### src/rtl/mem_stage_pkg.sv
// Shared widths, stall encodings and bus layouts for the memory-access stage.
package mem_stage_pkg;

   localparam int unsigned EX_TO_MEM_WD = 76;
   localparam int unsigned LOAD_BUS_WD  = 5;
   localparam int unsigned MEM_TO_WB_WD = 70;
   localparam int unsigned MEM_TO_RF_WD = 38;
   localparam int unsigned STALL_BUS_WD = 6;

   localparam logic STOP    = 1'b1;
   localparam logic NO_STOP = 1'b0;

   localparam int unsigned STALL_MEM = 3;
   localparam int unsigned STALL_WB  = 4;

   // Load-bus bit positions: {lb, lbu, lh, lhu, lw}
   localparam int unsigned LB_IDX  = 4;
   localparam int unsigned LBU_IDX = 3;
   localparam int unsigned LH_IDX  = 2;
   localparam int unsigned LHU_IDX = 1;
   localparam int unsigned LW_IDX  = 0;

   typedef struct packed {
      logic [31:0] pc;
      logic        data_ram_en;
      logic [3:0]  data_ram_wen;
      logic        sel_rf_res;
      logic        rf_we;
      logic [4:0]  rf_waddr;
      logic [31:0] ex_result;
   } ex_to_mem_t;

endpackage

### src/rtl/mem_load_ext.sv
// Load alignment and sign/zero extension of the data-SRAM read word.
module mem_load_ext
   import mem_stage_pkg::*;
(
   input  logic [31:0]            rd,
   input  logic [1:0]             a,
   input  logic [LOAD_BUS_WD-1:0] load_bus,
   output logic [31:0]            data
);

   logic [7:0]  byte_s;
   logic [15:0] half_s;

   // Pick the addressed byte/halfword, then extend according to the load type.
   always_comb begin
      byte_s = 8'h00;
      half_s = 16'h0000;
      data   = 32'h0000_0000;
      case (a)
         2'd0:    byte_s = rd[7:0];
         2'd1:    byte_s = rd[15:8];
         2'd2:    byte_s = rd[23:16];
         2'd3:    byte_s = rd[31:24];
         default: byte_s = 8'h00;
      endcase
      if (a[1]) begin
         half_s = rd[31:16];
      end else begin
         half_s = rd[15:0];
      end
      if (load_bus[LB_IDX]) begin
         data = {{24{byte_s[7]}}, byte_s};
      end else if (load_bus[LBU_IDX]) begin
         data = {24'h00_0000, byte_s};
      end else if (load_bus[LH_IDX]) begin
         data = {{16{half_s[15]}}, half_s};
      end else if (load_bus[LHU_IDX]) begin
         data = {16'h0000, half_s};
      end else if (load_bus[LW_IDX]) begin
         data = rd;
      end else begin
         data = rd;
      end
   end

endmodule

### src/rtl/mem_stage.sv
// Memory-access stage: execute->memory pipeline register, read-word hold buffer,
// load extension and the writeback/forwarding bus outputs.
module mem_stage
   import mem_stage_pkg::*;
(
   input  logic                    clk,
   input  logic                    resetn,
   input  logic [STALL_BUS_WD-1:0] stall,
   input  logic [EX_TO_MEM_WD-1:0] ex_to_mem_bus,
   input  logic [LOAD_BUS_WD-1:0]  ex_load_bus,
   input  logic [31:0]             data_sram_rdata,
   output logic [MEM_TO_WB_WD-1:0] mem_to_wb_bus,
   output logic [MEM_TO_RF_WD-1:0] mem_to_rf_bus
);

   logic [EX_TO_MEM_WD-1:0] ex_to_mem_bus_r;
   logic [LOAD_BUS_WD-1:0]  load_bus_r;
   logic [31:0]             rdata_hold_r;
   logic                    hold_vld_r;

   ex_to_mem_t  ex_s;
   logic        bubble_s;
   logic        advance_s;
   logic        reg_load_s;
   logic [31:0] rd_s;
   logic [31:0] load_data_s;
   logic [31:0] rf_wdata_s;
   logic        unused_ok_s;

   assign bubble_s   = (stall[STALL_MEM] == STOP) && (stall[STALL_WB] == NO_STOP);
   assign advance_s  = (stall[STALL_MEM] == NO_STOP);
   assign reg_load_s = bubble_s || advance_s;

   // Pipeline register: bubble when only this stage is stopped, else advance or hold.
   always_ff @(posedge clk or negedge resetn) begin
      if (!resetn) begin
         ex_to_mem_bus_r <= '0;
         load_bus_r      <= '0;
      end else if (bubble_s) begin
         ex_to_mem_bus_r <= '0;
         load_bus_r      <= '0;
      end else if (advance_s) begin
         ex_to_mem_bus_r <= ex_to_mem_bus;
         load_bus_r      <= ex_load_bus;
      end else begin
         ex_to_mem_bus_r <= ex_to_mem_bus_r;
         load_bus_r      <= load_bus_r;
      end
   end

   // Hold buffer: the SRAM word is only valid in the first resident cycle, so keep it across stalls.
   always_ff @(posedge clk or negedge resetn) begin
      if (!resetn) begin
         rdata_hold_r <= 32'h0000_0000;
         hold_vld_r   <= 1'b0;
      end else if (reg_load_s) begin
         rdata_hold_r <= rdata_hold_r;
         hold_vld_r   <= 1'b0;
      end else if (!hold_vld_r && (stall[STALL_WB] == STOP)) begin
         rdata_hold_r <= data_sram_rdata;
         hold_vld_r   <= 1'b1;
      end else begin
         rdata_hold_r <= rdata_hold_r;
         hold_vld_r   <= hold_vld_r;
      end
   end

   assign ex_s        = ex_to_mem_bus_r;
   assign unused_ok_s = ^{ex_s.data_ram_en, ex_s.data_ram_wen, stall[5], stall[2:0]};
   assign rd_s        = hold_vld_r ? rdata_hold_r : data_sram_rdata;

   mem_load_ext u_load_ext (
      .rd       (rd_s),
      .a        (ex_s.ex_result[1:0]),
      .load_bus (load_bus_r),
      .data     (load_data_s)
   );

   assign rf_wdata_s    = ex_s.sel_rf_res ? load_data_s : ex_s.ex_result;
   assign mem_to_wb_bus = {ex_s.pc, ex_s.rf_we, ex_s.rf_waddr, rf_wdata_s};
   assign mem_to_rf_bus = {ex_s.rf_we, ex_s.rf_waddr, rf_wdata_s};

endmodule

### config.mk
export PLATFORM = sky130hd
export DESIGN_NAME = mem_stage
export DESIGN_NICKNAME = d
export VERILOG_FILES = /design/src/rtl/mem_stage_pkg.sv /design/src/rtl/mem_load_ext.sv /design/src/rtl/mem_stage.sv
export SDC_FILE = /design/constraint.sdc
export NUM_CORES = 1
export LEC_CHECK = 0
export ABC_AREA = 0
export CAP_MARGIN = 20
export CORE_MARGIN = 2
export CORE_UTILIZATION = 25
export DETAILED_ROUTE_END_ITERATION = 6
export PLACE_DENSITY = 0.57
export SYNTH_ARGS = -nofsm -noshare
export SYNTH_HDL_FRONTEND = slang
export SYNTH_SLANG_ARGS = --single-unit
### constraint.sdc
create_clock -name clk -period 2.5 [get_ports clk]
set_clock_uncertainty 0.15 [all_clocks]
set_input_delay 0.25 -clock clk [delete_from_list [all_inputs] [get_ports clk]]
set_output_delay 0.25 -clock clk [all_outputs]
set_load 0.01 [all_outputs]
==> run metrics <==
register area share after synthesis=45.1%; first-pass GRT wire length=31.1 mm; Final Cycle Share=115%; Critical Path Slowest Stage Cell=mux4_2; R2R setup slack=660 ps; Tmin final=2870 ps; failing checks=setup timing; Crit path depth=6; count of cell types in the netlist=33; Post-DP Area=0.00829 mm^2; crit path kind=register to output pin; Reg clk slew, reported paths=80 ps; HP Class=primary input to register; drt wl/cell=16.7 um; R2R Path End=rdata_hold_r[27]; Syn Nets=774; Max-Cap Viols=0; Synth area leaders=dfrtp_1, buf_4, mux2_2; dpl hpwl=14.1 mm; CTS tree=yes; Placed Cells=1123; power density over the cells=551 mW/mm^2; grt total ovfl=0; CTS Root Cell=clkbuf_16; Final #Nets=971; mux cell area share after synthesis=14.7%; R2R Path Start=hold_vld_r; peak fanout along the critical path=5; vias post-DR=5122; worst endpoint required time=2100 ps; H-tree depth reported by CTS=3; cell count after synthesis=653; Vias/cell=4.36; DRC=0; I/O pin count=229; core footprint=0.0235 mm^2; leakage power figure=4.12 nW; compound-cell area share of the yosys netlist=12.8%; status=complete, but fails checks; syn avg cell area=9.18 um^2; Worst Setup Start Kind=register; Slew Limit Fails=0; CTS Buffer Depth=2; final instance area=0.00922 mm^2; worst skew pair latency=350 ps; Slew @ Worst Pin=1010 ps; Fin. Hold Viols=0; Cell Rows=56; Post-Synth Adder-Cell Area=0%; Final Non-Filler Cells=1176; Worst EP arrival=2470 ps; fmax=349 MHz; drt first pass iters=4; Crit path max-delay family=multiplexers; Routed Antenna Nets=0; simple-gate share of the synthesized area=10.1%; layout cell share with drive strength beyond 1=31.0%; CP bufs+invs=2; Final setup viols=61; largest family of logic cells by synthesized area=buffers and inverters; Design Power=5.08 mW; Crit path largest cell delay=540 ps; CP Cell Sequence=mux4_2 > mux2_4 > a211o_4 > buf_6 > o22a_1 > buf_2; DR iter-0 viols=173; crit end category=output pin; Clock Sinks=108; Yosys top cell by area=dfrtp_1; RSZ-0062 raised after global routing=true; Yosys warnings=0; TritonCTS buffer count=9; Worst slew margin=32.3%; total die area=0.0252 mm^2; share of the synthesized area in the top cell type=45.1%; vias in the first global route=5299; largest net degree at the start of global routing=112; Worst Setup SP=hold_vld_r; WL final=19.7 mm; GRT Util Overall=15.9%; min setup slack post-route=-367 ps; worst setup path endpoint=mem_to_wb_bus[31]; XOR/XNOR Fraction of Synth Area=0%; DIE WIDTH=159 um; die extent in y=159 um; FF-to-FF path depth=6; VDD IR-drop max=0.000274 V; Area Growth Syn to Fin=53.9%; gp weighted congestion=0.829; mapped cell area=0.00599 mm^2; initial antenna violation count=1; PortBufs=218; Yosys reg bits=108; initial core utilization=25.5%
kinds of logic after synthesis:
kind of cell,Yosys count
buffers and inverters,196
and+or+nand+nor,140
AOI/OAI and AO/OA,130
DFF,108
muxes,79
Yosys cell counts, drive strengths merged:
master and number:
mux2 39, a211o 1, inv 77, o211ai 1, and2 2, nand3 36, mux2i 37, a221oi 1
o32ai 1, mux4 3, a31oi 14, nand2b 4, o21ai 82, a21oi 6, o22a 16, nand2 52
a311oi 1, or3 1, o2bb2ai 2, or2 1, nor2 36, nor2b 1, nor3 5, buf 85
o22ai 5, clkbuf 34, dfrtp 108, and3 2
through the flow:
stage	utilization (%)	worst slack (ps)	setup TNS, ps	hold WS (ps)
floorplan	-	-28.9	-135	-196
global placement	35.3	-653	-31640	140
detailed placement	35.3	-661	-31910	138
CTS	38.1	-418	-17260	254
global route	39.3	-450	-22680	261
finish	39.3	-367	-17670	268
tightest hold or removal path: cells and delay by family:
kind	cells	cell delay (ps)
AO/OA/AOI/OAI	1	60
buffers and inverters	2	440
sequential cells by signal (all words and copies together), names as in the netlist:
signal / cells
hold_vld_r: 1
rdata_hold_r: 32
load_bus_r: 4
ex_s: 71
metal layers:
metal	part of all wire (%)	wire (um)	global-route usage, %	vias up
li1	-	-	-	2492
met2	50	9850	27.8	167
met3	7.9	1560	5.22	18
met5	0	0	0	-
met4	1.5	295	4.21	0
met1	41	7980	18.6	2445
power by group:
part / leakage [nW] / internal [mW] / switching (mW)
Combinational: 2.65 / 0.880 / 0.738
Sequential: 1.33 / 1.93 / 0.124
Clock: 0.144 / 0.697 / 0.717
Total: 4.12 / 3.50 / 1.58
area by class of cell:
cell class | instances | area (um^2)
clock inverter | 7 | 58.8
tap | 319 | 399
clock buffer | 9 | 225
antenna | 2 | 5.00
multi-input combinational | 350 | 2740
sequential | 108 | 2700
inverter | 77 | 289
timing repair buffer | 304 | 2800
fill | 2377 | 14200
cells in the final DEF (no fill, tap or decap), drive strengths merged, types with 2 or more instances in the layout:
| cell | netlist | layout |
|---|---|---|
| buf | 85 | 151 |
| inv | 77 | 81 |
| o2bb2ai | 2 | 2 |
| and3 | 2 | 2 |
| a211o | 1 | 2 |
| clkinv | 0 | 3 |
| mux2i | 37 | 37 |
| o21ai | 82 | 82 |
| diode | 0 | 2 |
| dfrtp | 108 | 108 |
| clkdlybuf4s50 | 0 | 152 |
| mux2 | 39 | 39 |
| nand2b | 4 | 4 |
| o22a | 16 | 16 |
| and2 | 2 | 2 |
| o22ai | 5 | 5 |
| mux4 | 3 | 3 |
| nand2 | 52 | 52 |
| nor2 | 36 | 36 |
| nand3 | 36 | 36 |
| nor3 | 5 | 5 |
| clkbuf | 34 | 9 |
| a21oi | 6 | 6 |
| a31oi | 14 | 14 |
repair_timing:
item | CTS | global route
hold buffers | 1 | 0
gates cloned | 2 | 0
resized for setup | 345 | 41
endpoints found under the setup margin | 64 | 64
hold endpoints to repair | 37 | 0
buffers inserted | 28 | 7
pin swaps | 26 | 20
how the worst min path moves through the flow:
stage / to / depth (start not counted) / from
after global placement: rdata_hold_r[6] / 1 / resetn
final: ex_s[24] / 3 / ex_to_mem_bus[24]
after CTS: ex_s[69] / 3 / ex_to_mem_bus[69]
after detailed placement: rdata_hold_r[6] / 1 / resetn
after global routing: ex_s[62] / 3 / ex_to_mem_bus[62]
after floorplan: ex_s[0] / 0 / resetn
Power figures use the tool's default switching activity.
